--- config.mk ---
export PLATFORM = sky130hd
export DESIGN_NAME = daq_apb_host_sequencer
export DESIGN_NICKNAME = d
export VERILOG_FILES = /design/src/rtl/daq_apb_host_sequencer.sv
export SDC_FILE = /design/constraint.sdc
export NUM_CORES = 1
export LEC_CHECK = 0
export ABC_AREA = 1
export CELL_PAD_IN_SITES_DETAIL_PLACEMENT = 0
export CELL_PAD_IN_SITES_GLOBAL_PLACEMENT = 1
export CORE_MARGIN = 2
export CORE_UTILIZATION = 25
export DETAILED_ROUTE_END_ITERATION = 7
export PLACE_DENSITY_LB_ADDON = 0.1
export SLEW_MARGIN = 20
export SYNTH_ARGS = -nofsm -noshare
export SYNTH_HDL_FRONTEND = slang
export SYNTH_SLANG_ARGS = --single-unit
--- constraint.sdc ---
create_clock -name PCLK -period 1.1 [get_ports PCLK]
set_input_delay 0.22 -clock PCLK [delete_from_list [all_inputs] [get_ports PCLK]]
set_output_delay 0.22 -clock PCLK [all_outputs]
set_load 0.01 [all_outputs]
--- src/rtl/daq_apb_host_sequencer.sv ---
// APB host sequencer: write command, poll status until done/err, read result, return response.
// Optional poll timeout when DAQ_HOST_POLL_TIMEOUT_EN is defined; otherwise polling is unbounded.
module daq_apb_host_sequencer #(
    parameter int          POLL_LIMIT = 64,
    parameter logic [7:0]  CMD_ADDR   = 8'h00,
    parameter logic [7:0]  STAT_ADDR  = 8'h04,
    parameter logic [7:0]  RES_ADDR   = 8'h08
) (
    input  logic        PCLK,
    input  logic        PRESET,
    input  logic        cmd_valid,
    output logic        cmd_ready,
    input  logic [31:0] cmd_data,
    output logic        rsp_valid,
    input  logic        rsp_ready,
    output logic [31:0] rsp_data,
    output logic        rsp_err,
    output logic        PSEL,
    output logic        PENABLE,
    output logic        PWRITE,
    output logic [7:0]  PADDR,
    output logic [31:0] PWDATA,
    input  logic [31:0] PRDATA,
    input  logic        PREADY,
    input  logic        PSLVERR
);

    typedef enum logic [2:0] {
        S_IDLE,
        S_WR_SETUP,
        S_WR_ACCESS,
        S_POLL_SETUP,
        S_POLL_ACCESS,
        S_RD_SETUP,
        S_RD_ACCESS,
        S_RESP
    } state_t;

    if (POLL_LIMIT < 1) begin : g_bad_poll_limit
        $error("POLL_LIMIT must be at least 1");
    end

    state_t      r_state;
    state_t      w_next;
    logic [31:0] r_cmd;
    logic [31:0] r_rsp_data;
    logic        r_rsp_err;
    logic        w_poll_timeout;

`ifdef DAQ_HOST_POLL_TIMEOUT_EN
    localparam int PCW = $clog2(POLL_LIMIT + 1);
    logic [PCW-1:0] r_poll_cnt;

    // This poll is the POLL_LIMIT-th consecutive not-done one.
    assign w_poll_timeout = (r_poll_cnt == PCW'(POLL_LIMIT - 1));
`else
    assign w_poll_timeout = 1'b0;
`endif

    always_ff @(posedge PCLK) begin
        if (PRESET) begin
            r_state <= S_IDLE;
        end else begin
            r_state <= w_next;
        end
    end

    always_comb begin
        w_next = r_state;
        case (r_state)
            S_IDLE:        if (cmd_valid) w_next = S_WR_SETUP;
            S_WR_SETUP:    w_next = S_WR_ACCESS;
            S_WR_ACCESS: begin
                if (PREADY) w_next = PSLVERR ? S_RESP : S_POLL_SETUP;
            end
            S_POLL_SETUP:  w_next = S_POLL_ACCESS;
            S_POLL_ACCESS: begin
                if (PREADY) begin
                    if (PSLVERR || PRDATA[1]) w_next = S_RESP;
                    else if (PRDATA[0])       w_next = S_RD_SETUP;
                    else if (w_poll_timeout)  w_next = S_RESP;
                    else                      w_next = S_POLL_SETUP;
                end
            end
            S_RD_SETUP:    w_next = S_RD_ACCESS;
            S_RD_ACCESS:   if (PREADY) w_next = S_RESP;
            S_RESP:        if (rsp_ready) w_next = S_IDLE;
            default:       w_next = S_IDLE;
        endcase
    end

    always_comb begin
        cmd_ready = (r_state == S_IDLE);
        rsp_valid = (r_state == S_RESP);
        rsp_err   = (r_state == S_RESP) && r_rsp_err;
        rsp_data  = r_rsp_data;
        PSEL      = 1'b0;
        PENABLE   = 1'b0;
        PWRITE    = 1'b0;
        PADDR     = 8'h00;
        PWDATA    = 32'h0;
        case (r_state)
            S_WR_SETUP, S_WR_ACCESS: begin
                PSEL    = 1'b1;
                PENABLE = (r_state == S_WR_ACCESS);
                PWRITE  = 1'b1;
                PADDR   = CMD_ADDR;
                PWDATA  = r_cmd;
            end
            S_POLL_SETUP, S_POLL_ACCESS: begin
                PSEL    = 1'b1;
                PENABLE = (r_state == S_POLL_ACCESS);
                PADDR   = STAT_ADDR;
            end
            S_RD_SETUP, S_RD_ACCESS: begin
                PSEL    = 1'b1;
                PENABLE = (r_state == S_RD_ACCESS);
                PADDR   = RES_ADDR;
            end
            default: ;
        endcase
    end

    // Response capture: write errors report zero, read/poll errors report the returned word.
    always_ff @(posedge PCLK) begin
        if (PRESET) begin
            r_cmd      <= 32'h0;
            r_rsp_data <= 32'h0;
            r_rsp_err  <= 1'b0;
`ifdef DAQ_HOST_POLL_TIMEOUT_EN
            r_poll_cnt <= '0;
`endif
        end else begin
            case (r_state)
                S_IDLE: begin
                    if (cmd_valid) begin
                        r_cmd     <= cmd_data;
                        r_rsp_err <= 1'b0;
                    end
                end
                S_WR_ACCESS: begin
                    if (PREADY) begin
                        r_rsp_data <= 32'h0;
                        r_rsp_err  <= PSLVERR;
`ifdef DAQ_HOST_POLL_TIMEOUT_EN
                        r_poll_cnt <= '0;
`endif
                    end
                end
                S_POLL_ACCESS: begin
                    if (PREADY) begin
                        r_rsp_data <= PRDATA;
                        r_rsp_err  <= PSLVERR || PRDATA[1] || (!PRDATA[0] && w_poll_timeout);
`ifdef DAQ_HOST_POLL_TIMEOUT_EN
                        if (!PSLVERR && !PRDATA[1] && !PRDATA[0]) begin
                            r_poll_cnt <= r_poll_cnt + PCW'(1);
                        end
`endif
                    end
                end
                S_RD_ACCESS: begin
                    if (PREADY) begin
                        r_rsp_data <= PRDATA;
                        r_rsp_err  <= PSLVERR;
                    end
                end
                default: ;
            endcase
        end
    end

endmodule

==> results by group, run 1 <==
Placement
  • Placed cell areas: 4790 µm²
  • Gp weighted congestion: 0.727
  • Port Buffers: 141
  • Place WS: -644 ps
  • HPWL Detailed: 6.00 mm

Clock network
  • Clock Sink Count: 68
  • H-Tree Depth: 3
  • Clk_lat worst skew: 330 ps
  • CTS tree: done
  • CTS Buffer Depth: 2
  • TritonCTS Buffers: 9
  • Root buffer cell: clkbuf_16
  • Worst-path clk slew: 60 ps

Worst setup path
  • Kind of critical path: flip-flop to primary output
  • Family with the most delay on the worst path: buffers and inverters
  • Reg2Reg Depth: 10
  • Worst path max stage delay: 330 ps
  • CP Launch Type: flip-flop
  • CP max FO: 4
  • WP data arrival: 1530 ps
  • Critical Path RT: 880 ps
  • Buffer and inverter count on the worst path: 5
  • CP Cell Sequence: nand2_2 -> inv_2 -> nor3_4 -> inv_2 -> buf_6 -> buf_6 -> nor2_1 -> buf_2
  • Worst r2r dst: r_cmd[28]
  • Worst setup EP type: primary output
  • Crit Reg-Reg Startpoint: r_state[0]
  • Critical path's slowest cell: dfxtp_2
  • Flop-to-flop setup slack: -430 ps

Global route
  • Antenna violations before repair: 0
  • Largest net degree at the start of global routing: 25
  • Overall Global Routing Usage: 16.0%
  • First-pass GRT wire length: 16.1 mm
  • Vias in the first global route: 3195
  • Grt total ovfl: 0

Die
  • Core area: 11500 µm²
  • Die ar.: 12700 µm²
  • Die Y-Extent: 113 µm
  • Effective utilization at floorplan: 25.8%
  • Row cnt: 39
  • Die X: 113 µm
  • Ports: 148

Route
  • DR vias/cell: 4.30
  • 1st-iter DRT viols: 87
  • Drc violations: 0
  • Vias: 3179
  • Routed Antenna Nets: 0
  • WL final: 10.3 mm
  • Pre-Repair DR Iteration Count: 4
  • WL/cell: 14.0 µm

Power and ir drop
  • NetSw: 0.00528 W
  • Sequential share of power: 23.2%
  • Leakage: 2.58 nW
  • Maximum vdd drop: 1090 µV
  • Internal power: 0.00837 W
  • Sw Share: 38.7%
  • Comb pwr share: 57.2%
  • Clock share of power: 19.6%
  • Total power: 0.0136 W
  • Pwr dens: 2310 nW/µm²

Final layout
  • Layout Nets: 662
  • Design Area, Final: 5910 µm²
  • Seq. cell area: 1370 µm²
  • Layout area overhead: 100%
  • Share of layout cells above drive strength 1: 55.6%
  • Diodes inserted: 0
  • Fillers: 1134
  • Multi-input logic area: 1880 µm²

Synth
  • Mapped Avg Cell Area: 7.61 µm²
  • Post-synth cell types: 21
  • FF+latch count, synth: 68
  • Ys Warns: 0
  • Post-synth EDFFs: 0
  • Post-Syn Area: 2950 µm²
  • Seq/Total Area, Yosys: 46.1%
  • Post-synth ARST share: 0%
  • Mapped Cells: 388
  • Synth Flop Type: dfxtp_1

Flow run
  • Max Cap Viol: 0

Timing
  • Peak Freq: 572 MHz
  • Final Skew: 8.45 ps
  • Slew Viols, Final: 0
  • Final setup vio count: 108
  • Post-route setup slack: -649 ps
  • Final-report hold violation count: 0
  • Crit share post-route: 159%
  • Tmin final: 1750 ps
  • RSZ-0062 raised after global routing: yes

Run status
  • Status: finished, violations left
  • Failing checks: setup timing

Hold path
  • Hold endpoint: rsp_data[15]
  • Hold wc startpoint: PRDATA[15]
  • Hold WC Path Type: primary input to flip-flop
  • Worst Hold Depth: 3
power groups by stage:
stage | registers [W] | clock network [W] | logic [W]
finish | 0.00317 | 0.00267 | 0.00781
global route | 0.00321 | 0.00282 | 0.00838
CTS | 0.00316 | 0.00275 | 0.00731
detailed placement | 0.00320 | 0 | 0.00545
global placement | 0.00320 | 0 | 0.00540
floorplan | 0.00323 | 0 | 0.00307
kinds of logic after synthesis:
logic type	Yosys count	share of synthesized area, %
and+or+nand+nor	139	22.9
AOI/OAI and AO/OA	103	17.6
buffers and inverters	77	13.3
DFF	68	46.1
other	1	0.127
cells in the mapped netlist (5+ instances only):
cell,number,area [µm²]
nand2_1,85,319
dfxtp_1,68,1360
a21oi_1,67,335
inv_1,43,161
nor2_2,28,175
o21ai_0,22,110
o21ai_1,12,60.1
nor2_1,11,41.3
buf_6,9,101
buf_2,7,35.0
buf_4,7,52.6
clkbuf_1,6,22.5
inv_2,5,18.8
cells in the final DEF (no fill, tap or decap), types with 2 or more instances in the layout:
| cell type | instances |
|---|---|
| inv_2 | 4 |
| clkbuf_2 | 2 |
| inv_6 | 2 |
| a21oi_1 | 26 |
| o211ai_1 | 2 |
| nor2_2 | 27 |
| inv_1 | 41 |
| buf_4 | 41 |
| a21oi_2 | 41 |
| nor2_4 | 10 |
| nor2_1 | 6 |
| nand2_1 | 47 |
| nand2_2 | 15 |
| inv_4 | 2 |
| nand2_8 | 6 |
| o21ai_2 | 29 |
| clkbuf_16 | 9 |
| dfxtp_1 | 64 |
| o21ai_4 | 3 |
| buf_6 | 26 |
| buf_12 | 8 |
| clkinv_2 | 3 |
| clkdlybuf4s50_1 | 69 |
| clkinv_4 | 2 |
| nand3_1 | 2 |
| conb_1 | 6 |
| buf_2 | 58 |
| buf_8 | 3 |
| nand2_4 | 24 |
| dfxtp_2 | 3 |
| buf_16 | 8 |
cell type report:
type	count	area share, %
Multi-Input combinational cell	250	31.8
Clock inverter	7	0.847
Sequential cell	68	23.2
Tap cell	143	3.03
Inverter	48	3.26
Clock buffer	9	3.81
Timing Repair Buffer	215	34.1
stage by stage:
stage	utilization, %	hold slack (ps)	std cells	TNS (ps)
after global placement	41.7	448	695	-44450
after detailed placement	41.7	452	695	-46240
after global routing	51.5	458	740	-54370
final	51.5	452	740	-47400
after CTS	50.0	447	736	-48150
after floorplan	-	367	393	-7800
layer usage:
layer  wire, µm  vias to the layer above  global-route usage, %
li1           -                     1621                      -
met2       5110                      104                   27.6
met5          0                        -                      0
met1       4350                     1441                   19.2
met4        162                        0                   5.28
met3        697                       13                   4.39
worst reg2reg max path, delay by kind of cell, from the launching register on:
| kind | cells | cell delay [ps] |
|---|---|---|
| DFF | 1 | 340 |
| AOI/OAI and AO/OA | 2 | 170 |
| buffers and inverters | 5 | 640 |
| and+or+nand+nor | 3 | 270 |
sequential cells by signal, indices dropped and copies added (netlist names):
signal     cells
r_cmd         32
r_state        3
r_rsp_err      1
rsp_data      32
worst max path at each step:
stage	from	endpoint	slack, ps	cells past startpoint
floorplan	r_state[0]	PWDATA[10]	-200	6
global placement	r_state[0]	PWDATA[5]	-610	7
detailed placement	r_state[0]	PWDATA[9]	-640	7
CTS	r_state[0]	PWDATA[31]	-670	8
global route	r_state[1]	PWDATA[31]	-700	8
finish	r_state[1]	PWDATA[31]	-650	8
timing repair:
item,4_1_cts,5_1_grt
cloned,12,0
buffers inserted,15,8
hold buffers,0,0
setup endpoints to repair,140,108
pin swaps,41,10
resized for setup,442,61
Note: power is estimated with default switching activity, not from simulation.
==> run 2, diff against run 1 <==
Settings changed: CAP_MARGIN from default to 20, GPL_ROUTABILITY_DRIVEN from default to 0.
==> results of run 2 <==
The final DEF is identical to that of run 1; final timing and power are the same.
==> run 3, diff against run 2 <==
Settings changed: ABC_AREA 1 to 0, CORE_UTILIZATION 25 to 24, PLACE_DENSITY from default to 0.75, PLACE_DENSITY_LB_ADDON 0.1 to default.
==> results by group, run 3 <==
Timing
  • Post-route setup slack: -604 ps (+44.8 ps)
  • Final setup vio count: 108 (unchanged)
  • Tmin final: 1700 ps (-44.8 ps)
  • Crit share post-route: 155% (-4.1 points)
  • Slew Viols, Final: 0 (unchanged)
  • Peak Freq: 587 MHz (+2.6%)
  • Final Skew: 8.16 ps (-0.287 ps)
  • Final-report hold violation count: 0 (unchanged)
  • RSZ-0062 raised after global routing: yes
  • Sum Neg Setup Slack: -54340 ps (-6940 ps)

Worst setup path
  • Kind of critical path: flip-flop to primary output
  • Crit Reg-Reg Startpoint: r_state[0]
  • CP Launch Point: r_state[1]
  • Critical Path RT: 880 ps (about the same)
  • Worst setup EP type: primary output
  • CP max FO: 8 (+4)
  • CP Launch Type: flip-flop
  • WP data arrival: 1480 ps (-50 ps)

Final layout
  • Commonest non-fill, non-tap cell in the layout: clkdlybuf4s50_1
  • Layout area overhead: 110%
  • Layout Nets: 609 (-8.0%)
  • Final core occ: 52.3% (+0.74 points)
  • Commonest cells after routing, fill and taps aside: clkdlybuf4s50_1 (68), dfxtp_1 (62), nand2_1 (52), buf_6 (52), a21oi_2 (48)
  • Fillers: 1065 (-6.1%)
  • Diodes inserted: 0 (unchanged)
  • Share of layout cells above drive strength 1: 58.5% (+2.8 points)

Placement
  • Port Buffers: 141 (unchanged)
  • Place WS: -627 ps (+16.5 ps)
  • HPWL Detailed: 6.05 mm (+0.79%)

Run status
  • Status: finished, violations left
  • Failing checks: DRC, setup timing

Global route
  • Largest net degree at the start of global routing: 35 (+40%)
  • Vias in the first global route: 3244 (+1.5%)
  • Overall Global Routing Usage: 16.5% (+0.49 points)
  • Top Usage Layer GRT: met2
  • Antenna violations before repair: 0 (unchanged)
  • Grt total ovfl: 0 (unchanged)
  • Met3 track demand over resource: 4.93% (+0.54 points)
  • Met2 usage: 28.9% (+1.3 points)
  • Met1 GRT Util: 19.0% (-0.15 points)
  • First-pass GRT wire length: 16.8 mm (+4.0%)

Clock network
  • Clock Sink Count: 68 (unchanged)
  • CTS Hold Buffers Added: 0 (unchanged)
  • Worst-path clk slew: 60 ps (about the same)
  • TritonCTS Buffers: 9 (unchanged)
  • CTS Buffer Depth: 2 (unchanged)
  • Clk_lat worst skew: 320 ps (about the same)
  • H-Tree Depth: 3 (unchanged)
  • Root buffer cell: clkbuf_16
  • CTS tree: done

Route
  • WL/cell: 16.4 µm (+17%)
  • Drc violations: 10 (+10)
  • Vias: 3201 (+0.69%)
  • DR vias/cell: 4.66 (+8.5%)
  • WL final: 11.2 mm (+8.9%)
  • 1st-iter DRT viols: 112 (+29%)
  • Pre-Repair DR Iteration Count: 6 (+2)
  • Routed Antenna Nets: 0 (unchanged)

Synth
  • Post-synth ARST share: 0% (unchanged)
  • Top-count cell post-synth: nand2_1
  • FF+latch count, synth: 68 (unchanged)
  • Seq/Total Area, Yosys: 47.6% (+1.5 points)
  • Post-synth top cells: nand2_1 (99), dfxtp_1 (68), a21oi_1 (66)
  • Mapped Avg Cell Area: 7.71 µm² (+1.3%)
  • Ys Warns: 0 (unchanged)
  • Post-Syn Area: 2860 µm² (-3.1%)
  • Post-synth top area share: 47.6% (+1.5 points)
  • Cell taking the most area after synthesis: dfxtp_1
  • Synth Flop Type: dfxtp_1
  • Synth area leaders: dfxtp_1 (48%), nand2_1 (13%), a21oi_1 (12%)
  • Post-synth cell types: 32 (+52%)
  • Post-synth EDFFs: 0 (unchanged)
  • Mapped Cells: 371 (-4.4%)

Die
  • Die Y-Extent: 113 µm (+0.43%)
  • Row cnt: 39 (unchanged)
  • Die ar.: 12800 µm² (+0.87%)
  • Ports: 148 (unchanged)
  • Die X: 113 µm (+0.43%)
  • Core area: 11500 µm² (+0.43%)
  • Effective utilization at floorplan: 24.8% (-0.91 points)

Power and ir drop
  • Maximum vdd drop: 603 µV (-45%)
  • Pwr dens: 1300 nW/µm² (-44%)
  • Leakage: 2.51 nW (-2.7%)

Flow run
  • Max Cap Viol: 0 (unchanged)

Hold path
  • Hold WC Path Type: primary input to flip-flop
  • Hold wc startpoint: PRESET
run 3: path summary, 6_finish.rpt:
| check | depth (start not counted) | end | slack (ps) |
|---|---|---|---|
| min | 2 | r_cmd[29] | 320 |
| min reg2reg | 2 | rsp_data[11] | 460 |
| max reg2reg | 6 | r_cmd[26] | -550 |
| max | 6 | PWDATA[29] | -600 |
run 3: timing repair:
item | in CTS | in global routing
hold endpoints to repair | 0 | 0
resized for setup | 427 | 200
endpoints found under the setup margin | 140 | 108
pin swaps | 27 | 36
setup buffers | 18 | 11
cloned | 13 | 2
run 3: metal layers:
layer  up-vias  wire (µm)
met4         0        260
met2       114       5710
met5         -          0
li1       1559          -
met1      1510       4450
met3        18        821
run 3: logic make-up (layout without fill, tap and decap cells):
logic type	after synthesis	after routing	synth area share [%]
and+or+nand+nor	150	150	24.4
AOI/OAI and AO/OA	109	109	20.0
DFF	68	68	47.6
buffers and inverters	41	209	7.30
other	1	6	0.131
xor gates and xnor gates	1	1	0.306
muxes	1	1	0.350
run 3: final cells by class:
type                            instances  area (µm²)  share of cell area, %
Clock buffer                           11         233                   3.87
Inverter                                3        11.3                  0.187
Timing Repair Buffer                  190        2030                   33.8
Clock inverter                          5        52.6                  0.873
Multi-Input combinational cell        267        2140                   35.5
Sequential cell                        68        1380                   22.9
Tap cell                              143         179                   2.97
run 3: where the power goes:
group | leakage (nW) | internal (W) | total, W | switching [W]
Sequential | 0.557 | 0.00259 | 0.00272 | 0.000131
Combinational | 1.82 | 0.00126 | 0.00232 | 0.00106
Clock | 0.139 | 0.00174 | 0.00279 | 0.00105
run 3: through the flow:
stage               area, µm²  hold WS, ps  power (W)  cells
global placement         4560          438    0.00400    640
CTS                      5420          311    0.00767    687
finish                   6020          324    0.00783    687
detailed placement       4560          446    0.00402    640
global route             6020          331    0.00819    687
floorplan                2970          356    0.00336    376
run 3: critical path, cell delays in order, from the launching register on:
cell and delay (ps):
dfxtp_4 360, xnor2_4 150, nor2_4 140, buf_6 150, buf_16 130, and2_4 140, buf_6 90
